### src/rtl/q_sys_onchip_ram_burst_adapter.sv
// q_sys_onchip_ram_burst_adapter
//   Avalon-MM burst front-end for a single-port on-chip RAM with a
//   one-cycle read and unregistered q. Bursts arriving from the
//   interconnect are split into single-word RAM accesses, one per clock.
//   The adapter also generates the waitrequest and readdatavalid signals
//   that the RAM itself does not provide.
//
// Ports
//   clk, reset        single clock, synchronous active-high reset
//   s_address         word address of the first beat
//   s_burstcount      beats in the burst (0 -> 1, >8 -> 8)
//   s_read, s_write   commands; write has priority when both are set
//   s_writedata       write beat data
//   s_byteenable      write beat byte lanes
//   s_waitrequest     stall; a command or beat is accepted only when low
//   s_readdata        pass-through of the RAM q
//   s_readdatavalid   one pulse per returned read word
//   m_address         RAM address (registered)
//   m_byteenable      RAM byteenable (registered)
//   m_chipselect      RAM chipselect (registered)
//   m_write           RAM write (registered)
//   m_writedata       RAM writedata (registered)
//   m_readdata        RAM q
module q_sys_onchip_ram_burst_adapter #(
  parameter int ADDR_W  = 9,
  parameter int DATA_W  = 32,
  parameter int BURST_W = 4
) (
  input  logic                clk,
  input  logic                reset,
  input  logic [ADDR_W-1:0]   s_address,
  input  logic [BURST_W-1:0]  s_burstcount,
  input  logic                s_read,
  input  logic                s_write,
  input  logic [DATA_W-1:0]   s_writedata,
  input  logic [DATA_W/8-1:0] s_byteenable,
  output logic                s_waitrequest,
  output logic [DATA_W-1:0]   s_readdata,
  output logic                s_readdatavalid,
  output logic [ADDR_W-1:0]   m_address,
  output logic [DATA_W/8-1:0] m_byteenable,
  output logic                m_chipselect,
  output logic                m_write,
  output logic [DATA_W-1:0]   m_writedata,
  input  logic [DATA_W-1:0]   m_readdata
);

  localparam int BE_W      = DATA_W / 8;
  localparam int MAX_BURST = 8;

  typedef enum logic [1:0] {
    IDLE   = 2'd0,
    RBURST = 2'd1,
    WBURST = 2'd2
  } state_t;

  state_t              state_q,        state_d;
  logic [3:0]          beats_left_q,   beats_left_d;
  logic [ADDR_W-1:0]   m_address_q,    m_address_d;
  logic [BE_W-1:0]     m_byteenable_q, m_byteenable_d;
  logic                m_chipselect_q, m_chipselect_d;
  logic                m_write_q,      m_write_d;
  logic [DATA_W-1:0]   m_writedata_q,  m_writedata_d;
  logic                rdv_q,          rdv_d;
  logic [3:0]          burst_len;

  // Legal burst lengths are 1..8; zero is treated as a single beat and
  // anything larger is clamped to the maximum.
  function automatic logic [3:0] clamp_burst(input logic [BURST_W-1:0] bc);
    if (bc == '0)
      return 4'd1;
    else if (int'(bc) > MAX_BURST)
      return 4'(MAX_BURST);
    else
      return 4'(bc);
  endfunction

  always_comb begin
    state_d        = state_q;
    beats_left_d   = beats_left_q;
    m_address_d    = m_address_q;
    m_byteenable_d = m_byteenable_q;
    m_writedata_d  = m_writedata_q;
    m_chipselect_d = 1'b0;
    m_write_d      = 1'b0;
    burst_len      = clamp_burst(s_burstcount);
    // A read issued to the RAM last cycle is sampled at this edge, so its
    // data is on q (and valid is flagged) in the following cycle.
    rdv_d          = m_chipselect_q & ~m_write_q;

    case (state_q)
      IDLE: begin
        if (s_write) begin
          // Write wins over a simultaneous read; the read is dropped.
          m_address_d    = s_address;
          m_byteenable_d = s_byteenable;
          m_writedata_d  = s_writedata;
          m_chipselect_d = 1'b1;
          m_write_d      = 1'b1;
          if (burst_len > 4'd1) begin
            state_d      = WBURST;
            beats_left_d = burst_len - 4'd1;
          end
        end else if (s_read) begin
          m_address_d    = s_address;
          m_byteenable_d = '1;
          m_chipselect_d = 1'b1;
          if (burst_len > 4'd1) begin
            state_d      = RBURST;
            beats_left_d = burst_len - 4'd1;
          end
        end
      end

      RBURST: begin
        // Address wraps naturally at the top of the RAM.
        m_address_d    = m_address_q + 1'b1;
        m_byteenable_d = '1;
        m_chipselect_d = 1'b1;
        beats_left_d   = beats_left_q - 4'd1;
        if (beats_left_q == 4'd1)
          state_d = IDLE;
      end

      WBURST: begin
        // Cycles without s_write are bubbles: nothing is issued and the
        // address holds so the next beat lands on the following word.
        if (s_write) begin
          m_address_d    = m_address_q + 1'b1;
          m_byteenable_d = s_byteenable;
          m_writedata_d  = s_writedata;
          m_chipselect_d = 1'b1;
          m_write_d      = 1'b1;
          beats_left_d   = beats_left_q - 4'd1;
          if (beats_left_q == 4'd1)
            state_d = IDLE;
        end
      end

      default: state_d = IDLE;
    endcase
  end

  always_ff @(posedge clk) begin
    if (reset) begin
      state_q        <= IDLE;
      beats_left_q   <= '0;
      m_address_q    <= '0;
      m_byteenable_q <= '0;
      m_chipselect_q <= 1'b0;
      m_write_q      <= 1'b0;
      m_writedata_q  <= '0;
      rdv_q          <= 1'b0;
    end else begin
      state_q        <= state_d;
      beats_left_q   <= beats_left_d;
      m_address_q    <= m_address_d;
      m_byteenable_q <= m_byteenable_d;
      m_chipselect_q <= m_chipselect_d;
      m_write_q      <= m_write_d;
      m_writedata_q  <= m_writedata_d;
      rdv_q          <= rdv_d;
    end
  end

  // Only a read burst stalls the agent; reset holds it off as well.
  assign s_waitrequest   = reset | (state_q == RBURST);
  assign s_readdata      = m_readdata;
  assign s_readdatavalid = rdv_q;

  assign m_address    = m_address_q;
  assign m_byteenable = m_byteenable_q;
  assign m_chipselect = m_chipselect_q;
  assign m_write      = m_write_q;
  assign m_writedata  = m_writedata_q;

endmodule

### config.mk
export PLATFORM = sky130hd
export DESIGN_NAME = q_sys_onchip_ram_burst_adapter
export DESIGN_NICKNAME = d
export VERILOG_FILES = /design/src/rtl/q_sys_onchip_ram_burst_adapter.sv
export SDC_FILE = /design/constraint.sdc
export NUM_CORES = 1
export LEC_CHECK = 0
export CORE_MARGIN = 2
export CORE_UTILIZATION = 38
export CTS_BUF_LIST = sky130_fd_sc_hd__clkbuf_2
export DETAILED_ROUTE_END_ITERATION = 8
export PLACE_DENSITY = 0.81
export RECOVER_POWER = 50
export SLEW_MARGIN = 20
export SYNTH_ARGS = -nofsm -noshare
export SYNTH_HDL_FRONTEND = slang
export SYNTH_SLANG_ARGS = --single-unit
### constraint.sdc
create_clock -name clk -period 2.3 [get_ports clk]
set_clock_uncertainty 0.05 [all_clocks]
set_input_delay 0.46 -clock clk [delete_from_list [all_inputs] [get_ports clk]]
set_output_delay 0.46 -clock clk [all_outputs]
set_load 0.1 [all_outputs]
# After elaboration in Yosys (flattened, before gate mapping)
# Cells that the tools add are included.
# classes
n_eq_ne,6
n_bitwise,4
mux,26
add_sub_neg,3
n_reduce_logical,8
n_lt_le_gt_ge,2
# ops
cell,n
$mux 4,9
$mux 9,3
$pmux 9 s3,1
$pmux 4 s3,2
$mux 2,6
$add 9x1->9 const B,1
$sub 4x1->4 const B,2
$pmux 2 s3,1
$reduce_and 3->1,2
$eq 4x1->1 const B,1
$gt 4x1->1 const B,1
$gt 4x4->1 const B,1
$logic_not 4->1,1
$ne 2x2->1 const B,2
$reduce_or 2->1,2
$mux 1,3
$ne 3x3->1 const B,1
$pmux 1 s3,1
$reduce_bool 3->1,1
$eq 2x1->1 const B,1
$eq 2x2->1 const B,1
$logic_not 2->1,1
$not 1->1,2
$reduce_and 2->1,1
other kinds (2),2
# totals
out_inout_bits,81
regBits,54
inputBits,85
elab_cells,57

# Longest topological paths before layout
# Gate-level depths: netlist of run 1.
# depth
word_depth,8
depth_mapped,8
mapped_depth_nobuf,8

# Worst setup path after synthesis of run 1
# No wires, ideal clock.
# synth_timing
kind,flip-flop to flip-flop
from,register m_address_q[0] (netlist: m_address[0])
to,register m_address_q[6] (netlist: m_address[6])
arrival_ps,2237
setup_time_ps,86
slack_ps,-74
path_buffers,0
required_time_ps,2164
stages_incl_launch_ff,6
cell_sequence,dfxtp_1 -> ha_1 -> and4_1 -> a21oi_1 -> or3_1 -> a221oi_2
# synth_between
elab_chain_len,3
# synth_rtl
element,line,text
from (decl),59,"logic [ADDR_W-1:0] m_address_q, m_address_d;"
from (signal assigned),157,m_address_q <= m_address_d;
$add 9x1->9 (*),"117, 129",
$mux 9,128,if (s_write) begin
$pmux 9 s3 (*),91,case (state_q)
# Every way passes the cells marked *; elsewhere a longest branch is shown, timed or not. The select of a mux whose other input is x is not followed.
# A chain may end at the register's enable or synchronous reset.

# Worst setup path in the final report of run 1
# layout_timing
from,register state_q[0]
to,output port s_waitrequest
# layout_between
elab_chain_len,2
# layout_rtl
element,line,text
from (decl),57,"state_t state_q, state_d;"
from (signal assigned),155,state_q <= state_d;
$eq 2x1->1,167,assign s_waitrequest = reset | (state_q == RBURST);
$or 1x1->1,167,
to (decl),37,"output logic s_waitrequest,"
# No other way between the ends.

==> flow_metrics.env, run 1 <==
export IMPL_ios=166
export IMPL_final_fill_count=683
export IMPL_final_min_period_over_clock_period_pct=95.7
export IMPL_numPortBuffers=101
export IMPL_floorplan_die_area_sq_um=7790
export IMPL_share_of_synthesized_flip_flops_with_an_asynchronous_set_or_reset_pct=0
export IMPL_worstPathArrival_ps=1690
export IMPL_crit_path_cell_trace="ha_1 > or2_2 > buf_12"
export IMPL_synth_edff_count=0
export IMPL_peakVddDrop_mv=0.491
export IMPL_highest_layer="met4"
export IMPL_cellPowerDensity_nw_per_um2=1270
export IMPL_synth_net_count=433
export IMPL_netlist_area_sq_um=2700
export IMPL_top_post_synthesis_cells_by_area="sky130_fd_sc_hd__dfxtp_1 (40%), sky130_fd_sc_hd__nand2_1 (11%), sky130_fd_sc_hd__buf_4 (8.9%)"
export IMPL_die_width_um=88.2
export IMPL_placed_cell_area_sq_um=3530
export IMPL_clk_latency_ps=430
export IMPL_fmax_mhz=454
export IMPL_grt_pass1_vias=2414
export IMPL_post_layout_nets=504
export IMPL_area_delta_synth_final_pct=29.6
export IMPL_dominantRegCellSynth="sky130_fd_sc_hd__dfxtp_1"
export IMPL_num_vias=2568
export IMPL_drtIter0Drc=112
export IMPL_drive_above_1_share_pct=21.0
export IMPL_yosys_area_share_simple_pct=19.8
export IMPL_grt_remaining_overflow=0
export IMPL_drc=0
export IMPL_max_clock_path_buffers=2
export IMPL_worstPathRequired_ps=1790
export IMPL_critical_path_max_stage_delay_ps=440
export IMPL_hold_viol=0
export IMPL_number_of_antenna_violations_at_the_first_check_in_global_routing=0
export IMPL_worst_setup_path_start_kind="flip-flop"
export IMPL_critical_path_slowest_cell="sky130_fd_sc_hd__dfxtp_1"
export IMPL_detail_route_vias_per_cell=5.08
export IMPL_netlist_top_cell_by_area="sky130_fd_sc_hd__dfxtp_1"
export IMPL_critical_path_top_delay_family="flip-flops"
export IMPL_final_min_clock_period_ps=2200
export IMPL_drt_antenna_net_count=0
export IMPL_status="completed"
export IMPL_postLayoutCellArea_sq_um=3490
export IMPL_met3_wirelength_um=534
export IMPL_synth_mux_area_fraction_pct=0.742
export IMPL_max_cap_violations=0
export IMPL_grt_total_usage_pct=16.9
export IMPL_placedCellCount=499
export IMPL_unrepaired_setup_endpoints_after_global_routing="no"
export IMPL_post_cts_resized=0
export IMPL_pin_count_of_the_biggest_net_entering_global_routing=54
export IMPL_slew_viol_final=0
export IMPL_cts_clk_slew_worst_paths_ps=260
export IMPL_min_delay_path_class="reg2reg"
export IMPL_yosys_area_share_xor_xnor_pct=0.325
export IMPL_unique_cell_type_count_in_the_yosys_netlist=44
export IMPL_synth_top_family_by_area="compound AO/OA/AOI/OAI gates"
export IMPL_placement_rows=30
export IMPL_dp_hpwl_um=4940
export IMPL_cts_hold_buffers_added=0
export IMPL_layout_common_cells="sky130_fd_sc_hd__nand2_1 (78), sky130_fd_sc_hd__dfxtp_1 (52), sky130_fd_sc_hd__clkdlybuf4s50_1 (51)"
export IMPL_mostFrequentLayoutCell="sky130_fd_sc_hd__nand2_1"
export IMPL_crit_fanout=6
export IMPL_postSynthRegisterBits=54
export IMPL_synth_largest_type_area_fraction_pct=40.1
export IMPL_final_setup_viol_count=0
export IMPL_worst_slew_margin_rel_pct=62.4
export IMPL_crit_buf_inv=1
export IMPL_p_leak_nw=1.46
export IMPL_post_cts_setup_buffers=0
export IMPL_synth_fa_ha_area_share_pct=4.18
export IMPL_cts_made_buffers=5
export IMPL_drt_pre_antenna_iters=4
export IMPL_ctsRootBufferMaster="sky130_fd_sc_hd__clkbuf_2"
export IMPL_clock_tree_from_tritoncts="done"
export IMPL_initial_core_util_pct=39.5
export IMPL_worst_tran_pin_value_ps=565
export IMPL_critPathCaptureType="output port"
export IMPL_antenna_cells=0
export IMPL_finish_cell_count_without_fillers=506
export IMPL_synth_yosys_seq_area_share_pct=40.1
export IMPL_instance_count_of_the_mapped_netlist=339
export IMPL_clock_sinks=54
export IMPL_wl_on_met1_um=2760
export IMPL_core_area_sq_um=6830
export IMPL_avgSynthCellArea_sq_um=7.95
export IMPL_synth_compound_area_share_pct=21.5
export IMPL_path_class="reg2out"
export IMPL_met2RoutedLength_um=3290
export IMPL_ys_warn_count=0
export IMPL_die_h_um=88.2
export IMPL_wire_per_inst_um=13.3
export IMPL_globalplace_congestion=0.853
export IMPL_routed_wirelength_um=6710
export IMPL_max_h_tree_level=2
export IMPL_global_route_wire_length_before_repair_um=10600
cell families (layout without fill, tap and decap cells):
group	Yosys count	count (layout)
and+or+nand+nor	123	123
DFF	54	54
adders and majority gates	9	9
xor gates and xnor gates	1	1
muxes	2	2
AOI/OAI and AO/OA	89	89
buffers and inverters	61	132
final cells by class:
type                    instances  area [sq um]  area share [%]
clock buffers                   5          25.0           0.716
clock inverters                 2          13.8           0.394
inverters                      10          37.5            1.07
multi-input cells             224          1270            36.4
flip-flops and latches         54          1080            31.0
well taps                      96           120            3.44
repair buffers                115           943            27.0
worst register-to-register path, delay by kind of cell, from the launching register on:
family,cells,cell delay [ps]
AOI/OAI and AO/OA,3,900
and+or+nand+nor,1,170
buffers and inverters,1,100
DFF,1,510
adders and majority gates,1,310
stage by stage:
stage | total power, mW | setup WS [ps] | TNS, ps | hold WS (ps) | utilization [%]
2_1_floorplan | 3.75 | 37.0 | 0 | 407 | -
3_3_place_gp | 4.12 | -287 | -1420 | 362 | 51.6
3_5_place_dp | 4.16 | -361 | -1770 | 370 | 51.6
4_1_cts | 4.53 | 87.6 | 0 | 402 | 52.2
5_1_grt | 4.70 | 29.1 | 0 | 418 | 51.2
6_report | 4.44 | 98.9 | 0 | 407 | 51.2
registers in the layout (all words and copies together), names as in the netlist:
signal / cells
m_address: 9
m_writedata: 32
beats_left_q: 4
s_readdatavalid: 1
m_chipselect: 1
m_byteenable: 4
m_write: 1
state_q: 2
power breakdown:
part	internal (mW)	switching (mW)
Combinational	0.719	2.04
Clock	0.0720	0.287
Sequential	1.15	0.166
Total	1.94	2.50
worst paths after layout:
kind                      startpoint                           end  slack, ps  cells after the start
min               m_write$_SDFF_PP0_    s_readdatavalid$_SDFF_PP0_        410                      1
min reg2reg       m_write$_SDFF_PP0_    s_readdatavalid$_SDFF_PP0_        410                      1
max reg2reg  state_q[0]$_SDFFE_PP0P_  m_byteenable[0]$_SDFFE_PP0P_        160                      6
max          state_q[0]$_SDFFE_PP0P_                 s_waitrequest        100                      3
synthesized netlist by cell type, types with 2 or more instances:
cell / count
sky130_fd_sc_hd__a211oi_1: 8
sky130_fd_sc_hd__buf_2: 4
sky130_fd_sc_hd__o21ai_0: 6
sky130_fd_sc_hd__o21ai_1: 2
sky130_fd_sc_hd__or3_1: 3
sky130_fd_sc_hd__ha_1: 9
sky130_fd_sc_hd__o311ai_0: 2
sky130_fd_sc_hd__or2_2: 3
sky130_fd_sc_hd__a32o_1: 4
sky130_fd_sc_hd__buf_4: 32
sky130_fd_sc_hd__a32oi_1: 2
sky130_fd_sc_hd__mux2i_1: 2
sky130_fd_sc_hd__inv_1: 9
sky130_fd_sc_hd__clkbuf_1: 13
sky130_fd_sc_hd__o32ai_1: 2
sky130_fd_sc_hd__nand2b_1: 2
sky130_fd_sc_hd__nand2_1: 78
sky130_fd_sc_hd__nor2_1: 16
sky130_fd_sc_hd__a31oi_1: 3
sky130_fd_sc_hd__dfxtp_1: 54
sky130_fd_sc_hd__o41ai_1: 2
sky130_fd_sc_hd__nand3_1: 7
sky130_fd_sc_hd__nand4_1: 4
sky130_fd_sc_hd__o31ai_1: 3
sky130_fd_sc_hd__nor3_1: 5
sky130_fd_sc_hd__a21oi_1: 46
layer usage:
layer | vias up | GRT usage (%)
met5 | - | 0
met4 | 0 | 6.06
met3 | 18 | 5.60
met2 | 107 | 29.0
met1 | 1166 | 19.7
li1 | 1277 | -
No activity file was read; power rests on OpenSTA's default activity.
==> run 2: changes to the inputs <==
--- a/config.mk
+++ b/config.mk
@@ -9,6 +9,7 @@
 export CORE_UTILIZATION = 38
 export CTS_BUF_LIST = sky130_fd_sc_hd__clkbuf_2
 export DETAILED_ROUTE_END_ITERATION = 8
+export GPL_TIMING_DRIVEN = 0
 export PLACE_DENSITY = 0.81
 export RECOVER_POWER = 50
 export SLEW_MARGIN = 20
==> run 2 against run 1 <==
  * Combinational power increased by 12%
  * Hold slack improved by 12 ps
  * Via count increased by 12%
  * Non-clock buffer count increased by 69
  * Critical path depth shrank 2
  * Worst setup slack lost 46 ps
  * First-iteration DRC count up 5.4%
  * Register-to-register slack worse by 20 ps
==> flow_metrics.env, run 2 (synthesized netlist as in run 1, its figures left out) <==
export IMPL_slew_viol_final=0
export IMPL_crit_fanout=3
export IMPL_worst_hold_path_endpoint="m_writedata[20]$_SDFFE_PP0P_"
export IMPL_floorplan_die_area_sq_um=7790
export IMPL_global_route_wire_length_before_repair_um=12100
export IMPL_worst_setup_path_start_kind="flip-flop"
export IMPL_cellPowerDensity_nw_per_um2=1170
export IMPL_antenna_cells=0
export IMPL_number_of_antenna_violations_at_the_first_check_in_global_routing=0
export IMPL_internal_power_mw=2.10
export IMPL_final_min_clock_period_ps=2250
export IMPL_worstPathRequired_ps=1790
export IMPL_holdPathStages=2
export IMPL_die_h_um=88.2
export IMPL_hold_viol=0
export IMPL_detail_route_vias_per_cell=4.97
export IMPL_largest_reg_flops=32
export IMPL_worst_tran_pin_value_ps=1000
export IMPL_clk_latency_ps=450
export IMPL_clock_tree_from_tritoncts="done"
export IMPL_grt_remaining_overflow=0
export IMPL_hold_start="m_writedata[20]$_SDFFE_PP0P_"
export IMPL_placed_cell_area_sq_um=4140
export IMPL_ios=166
export IMPL_p_leak_nw=1.80
export IMPL_drc=0
export IMPL_pin_count_of_the_biggest_net_entering_global_routing=18
export IMPL_postLayoutCellArea_sq_um=4170
export IMPL_wire_per_inst_um=13.5
export IMPL_area_delta_synth_final_pct=54.6
export IMPL_unrepaired_setup_endpoints_after_global_routing="no"
export IMPL_p_comb_share_pct=63.0
export IMPL_numPortBuffers=132
export IMPL_multi_input_comb_area_sq_um=1260
export IMPL_grt_total_usage_pct=19.1
export IMPL_globalplace_congestion=0.868
export IMPL_clock_sinks=54
export IMPL_grt_pass1_vias=2804
export IMPL_drt_antenna_net_count=0
export IMPL_mostFrequentLayoutCell="sky130_fd_sc_hd__nand2_1"
export IMPL_path_class="reg2out"
export IMPL_sequential_power_share_pct=26.8
export IMPL_crit_path_cell_trace="dlygate4sd2_1"
export IMPL_worstReg2RegEnd="m_byteenable[2]$_SDFFE_PP0P_"
export IMPL_pwr_share_clk_pct=10.2
export IMPL_reg2regPathDepth=7
export IMPL_dp_hpwl_um=6020
export IMPL_final_fill_count=626
export IMPL_die_width_um=88.2
export IMPL_num_vias=2864
export IMPL_cts_made_buffers=5
export IMPL_max_clock_path_buffers=2
export IMPL_critical_path_top_delay_family="buffers and inverters"
export IMPL_ctsRootBufferMaster="sky130_fd_sc_hd__clkbuf_2"
export IMPL_core_area_sq_um=6830
export IMPL_final_min_period_over_clock_period_pct=97.7
export IMPL_critical_path_slowest_cell="sky130_fd_sc_hd__dlygate4sd2_1"
export IMPL_placement_rows=30
export IMPL_fmax_mhz=445
export IMPL_layout_common_cells="sky130_fd_sc_hd__nand2_1 (78), sky130_fd_sc_hd__clkdlybuf4s50_1 (70), sky130_fd_sc_hd__dfxtp_1 (51)"
export IMPL_max_cap_violations=0
export IMPL_routed_wirelength_um=7780
export IMPL_min_delay_path_class="reg2reg"
export IMPL_cts_clk_slew_worst_paths_ps=290
export IMPL_drive_above_1_share_pct=14.0
export IMPL_drtIter0Drc=118
export IMPL_critPathCaptureType="output port"
export IMPL_critical_path_max_stage_delay_ps=860
export IMPL_worst_slew_margin_rel_pct=33.6
export IMPL_fin_total_pwr_mw=4.89
export IMPL_status="completed"
export IMPL_layout_area_seq_sq_um=1090
export IMPL_max_h_tree_level=2
export IMPL_drt_pre_antenna_iters=4
export IMPL_initial_core_util_pct=39.5
export IMPL_crit_reg2reg_launch="state_q[0]$_SDFFE_PP0P_"
export IMPL_switching_share_pct=57.1
export IMPL_worstPathArrival_ps=1740
export IMPL_crit_buf_inv=1
export IMPL_netSwitchingPower_mw=2.79
export IMPL_final_setup_viol_count=0
export IMPL_post_layout_nets=573
export IMPL_peakVddDrop_mv=0.545
export IMPL_r2r_setup_slack_ps=140
export IMPL_fin_hold_ws_ps=419
run 2: cell types whose count changed in the layout (fill, tap and decap cells not counted), moves of 3 or more:
cell,delta
sky130_fd_sc_hd__clkdlybuf4s50_1,+19
sky130_fd_sc_hd__clkbuf_2,-28
sky130_fd_sc_hd__dlygate4sd2_1,+34
sky130_fd_sc_hd__clkdlybuf4s15_2,+3
sky130_fd_sc_hd__clkbuf_1,+14
sky130_fd_sc_hd__buf_4,+6
sky130_fd_sc_hd__dlygate4sd3_1,+13
sky130_fd_sc_hd__clkdlybuf4s15_1,+7
sky130_fd_sc_hd__buf_12,-3
run 2: worst max-delay path by stage:
stage	startpoint	to	slack, ps	cells past startpoint
5_1_grt	m_address[8]$_SDFFE_PP0P_	m_address[8]	1	1
6_report	m_address[8]$_SDFFE_PP0P_	m_address[8]	50	1
2_1_floorplan	m_address[2]$_SDFFE_PP0P_	m_address[7]$_SDFFE_PP0P_	40	4
3_5_place_dp	reset	s_waitrequest	-820	4
4_1_cts	m_address[4]$_SDFFE_PP0P_	m_address[4]	4	1
3_3_place_gp	reset	s_waitrequest	-750	4
run 2: layout make-up:
class	count	share of cell area (%)
plain buffers	51	7.78
clock buffers	5	0.600
clock inverters	3	1.08
inverters	10	0.901
multi-input cells	224	30.2
flip-flops and latches	54	26.1
well taps	96	2.88
repair buffers	133	30.5
run 2: stage by stage:
step / instances / utilization, % / setup TNS (ps) / setup slack (ps)
3_3_place_gp: 567 / 60.6 / -2390 / -746
6_report: 576 / 61.0 / 0 / 52.6
4_1_cts: 575 / 60.9 / 0 / 4.33
2_1_floorplan: 339 / - / 0 / 37.0
3_5_place_dp: 567 / 60.6 / -2780 / -823
5_1_grt: 576 / 61.0 / 0 / 1.02
run 2: layer usage:
layer	up-vias	track usage (%)	part of all wire, %
met3	11	5.50	8.7
met4	0	5.65	1.2
li1	1415	-	-
met1	1319	22.5	40
met2	119	33.9	50
met5	-	0	0
run 2: timing repair:
action                     CTS  global route
pin swaps                    0             0
resized for setup           64            17
buffers inserted             0             1
hold buffers                 0             0
setup endpoints to repair   49            23
run 2: power by group through the flow:
stage	sequential (mW)	clock (mW)	combinational, mW
final	1.31	0.500	3.08
after global routing	1.34	0.538	3.25
after CTS	1.31	0.511	3.07
after detailed placement	1.34	0	3.17
after global placement	1.33	0	3.11
after floorplan	2.56	0	1.19
==> run 3: changes to the inputs <==
--- a/config.mk
+++ b/config.mk
@@ -5,12 +5,13 @@
 export SDC_FILE = /design/constraint.sdc
 export NUM_CORES = 1
 export LEC_CHECK = 0
+export ABC_CLOCK_PERIOD_IN_PS = 2300
 export CORE_MARGIN = 2
 export CORE_UTILIZATION = 38
 export CTS_BUF_LIST = sky130_fd_sc_hd__clkbuf_2
 export DETAILED_ROUTE_END_ITERATION = 8
 export GPL_TIMING_DRIVEN = 0
-export PLACE_DENSITY = 0.81
+export PLACE_DENSITY = 0.8
 export RECOVER_POWER = 50
 export SLEW_MARGIN = 20
 export SYNTH_ARGS = -nofsm -noshare
==> run 3 against run 2 <==
  * Wire length increased by 1.4%
  * Critical path type unchanged
  * Largest cell class unchanged
  * Design area increased by 0.18%
  * Die area unchanged
  * Maximum frequency is 0.23% higher
==> flow_metrics.env, run 3 (synthesized netlist as in run 1, its figures left out) <==
export IMPL_ios=166
export IMPL_cts_hold_buffers_added=0
export IMPL_detailedPlace_worstSlack_ps=-794
export IMPL_max_h_tree_level=2
export IMPL_critPathCaptureType="output port"
export IMPL_drc=0
export IMPL_grt_remaining_overflow=0
export IMPL_cts_made_buffers=5
export IMPL_critical_path_slowest_cell="sky130_fd_sc_hd__dlygate4sd2_1"
export IMPL_fmax_mhz=446
export IMPL_largest_reg_flops=32
export IMPL_peakVddDrop_mv=0.442
export IMPL_cellPowerDensity_nw_per_um2=1180
export IMPL_clock_tree_from_tritoncts="done"
export IMPL_placement_rows=30
export IMPL_max_clock_path_buffers=2
export IMPL_layout_common_cells="sky130_fd_sc_hd__nand2_1 (78), sky130_fd_sc_hd__clkdlybuf4s50_1 (74), sky130_fd_sc_hd__dfxtp_1 (51)"
export IMPL_critical_path_top_delay_family="buffers and inverters"
export IMPL_mostFrequentLayoutCell="sky130_fd_sc_hd__nand2_1"
export IMPL_multi_input_comb_area_sq_um=1250
export IMPL_wire_per_inst_um=13.7
export IMPL_fin_total_pwr_mw=4.91
export IMPL_fin_tns_setup_ps=0
export IMPL_floorplan_die_area_sq_um=7790
export IMPL_pin_count_of_the_biggest_net_entering_global_routing=19
export IMPL_path_class="reg2out"
export IMPL_worst_setup_path_start_kind="flip-flop"
export IMPL_num_vias=2886
export IMPL_clock_sinks=54
export IMPL_drtIter0Drc=173
export IMPL_worstPathArrival_ps=1730
export IMPL_setup_slack_ps=57.7
export IMPL_post_layout_nets=574
export IMPL_ctsRootBufferMaster="sky130_fd_sc_hd__clkbuf_2"
export IMPL_drt_antenna_net_count=0
export IMPL_crit_fanout=3
export IMPL_worstPathRequired_ps=1790
export IMPL_final_min_clock_period_ps=2240
export IMPL_unrepaired_setup_endpoints_after_global_routing="no"
export IMPL_die_h_um=88.2
export IMPL_global_route_wire_length_before_repair_um=11800
export IMPL_p_comb_share_pct=62.6
export IMPL_globalplace_congestion=0.828
export IMPL_cts_clk_slew_worst_paths_ps=300
export IMPL_crit_buf_inv=1
export IMPL_final_setup_viol_count=0
export IMPL_grt_total_usage_pct=18.9
export IMPL_netSwitchingPower_mw=2.80
export IMPL_crit_path_cell_trace="dlygate4sd2_1"
export IMPL_slew_viol_final=0
export IMPL_antenna_cells=0
export IMPL_layout_area_seq_sq_um=1090
export IMPL_hold_viol=0
export IMPL_max_cap_violations=0
export IMPL_clk_latency_ps=450
export IMPL_status="completed"
export IMPL_grt_pass1_vias=2687
export IMPL_number_of_antenna_violations_at_the_first_check_in_global_routing=0
export IMPL_switching_share_pct=57.0
export IMPL_critical_path_max_stage_delay_ps=860
export IMPL_drt_pre_antenna_iters=4
export IMPL_internal_power_mw=2.11
export IMPL_dp_hpwl_um=6100
export IMPL_final_fill_count=648
export IMPL_drive_above_1_share_pct=15.2
export IMPL_die_width_um=88.2
export IMPL_numPortBuffers=132
export IMPL_min_delay_path_class="in2reg"
export IMPL_initial_core_util_pct=39.5
export IMPL_worst_tran_pin_value_ps=987
export IMPL_final_min_period_over_clock_period_pct=97.5
export IMPL_core_area_sq_um=6830
export IMPL_area_delta_synth_final_pct=54.8
export IMPL_detail_route_vias_per_cell=5.00
export IMPL_routed_wirelength_um=7890
export IMPL_p_leak_nw=1.76
export IMPL_pwr_share_clk_pct=10.5
export IMPL_worst_slew_margin_rel_pct=34.0
export IMPL_sequential_power_share_pct=26.9
==> run 3: cell count changes in the layout (fill, tap and decap cells not counted), moves of 3 or more <==
cell | before | now
sky130_fd_sc_hd__dlygate4sd2_1 | 34 | 19
sky130_fd_sc_hd__clkdlybuf4s15_1 | 7 | 17
sky130_fd_sc_hd__clkbuf_2 | 10 | 17
sky130_fd_sc_hd__clkdlybuf4s50_1 | 70 | 74
sky130_fd_sc_hd__dlygate4sd3_1 | 13 | 9
sky130_fd_sc_hd__buf_2 | 3 | 0
==> run 3: final cells by class <==
cell class              count  share of cell area (%)
repair buffers            134                    30.6
multi-input cells         224                    30.0
flip-flops and latches     54                    26.0
plain buffers              51                    7.76
well taps                  96                    2.88
clock inverters             3                    1.14
inverters                  10                   0.989
clock buffers               5                   0.599
==> run 3: through the flow <==
step	area, sq um	utilization, %	hold slack, ps	std cells
2_1_floorplan	2700	-	407	339
3_3_place_gp	4140	60.6	392	567
3_5_place_dp	4140	60.6	396	567
4_1_cts	4170	61.0	421	575
5_1_grt	4180	61.1	416	577
6_report	4180	61.1	418	577
==> run 3: power by group through the flow <==
stage | Sequential [mW] | Combinational [mW] | Clock, mW
6_report | 1.32 | 3.07 | 0.515
5_1_grt | 1.35 | 3.24 | 0.561
4_1_cts | 1.32 | 3.05 | 0.525
3_5_place_dp | 1.34 | 3.16 | 0
3_3_place_gp | 1.33 | 3.11 | 0
2_1_floorplan | 2.56 | 1.19 | 0
==> run 3: path summary, 6_finish.rpt <==
kind | startpoint | to | slack [ps] | cells past startpoint
setup / recovery | m_address[8]$_SDFFE_PP0P_ | m_address[8] | 60 | 1
hold / removal | reset | beats_left_q[2]$_SDFFE_PP0P_ | 420 | 2
setup reg to reg | state_q[0]$_SDFFE_PP0P_ | m_byteenable[2]$_SDFFE_PP0P_ | 140 | 8
hold reg to reg | m_writedata[18]$_SDFFE_PP0P_ | m_writedata[18]$_SDFFE_PP0P_ | 420 | 2
==> run 3: timing repair <==
action | CTS | global route
endpoints found under the setup margin | 49 | 35
resized for setup | 67 | 37
buffers inserted | 0 | 2
==> run 3: per-layer routing <==
| layer | wire [um] | vias to the layer above | track usage, % |
|---|---|---|---|
| li1 | - | 1420 | - |
| met1 | 3070 | 1326 | 20.8 |
| met2 | 3990 | 127 | 34.3 |
| met3 | 689 | 13 | 5.88 |
| met4 | 135 | 0 | 6.47 |
| met5 | 0 | - | 0 |
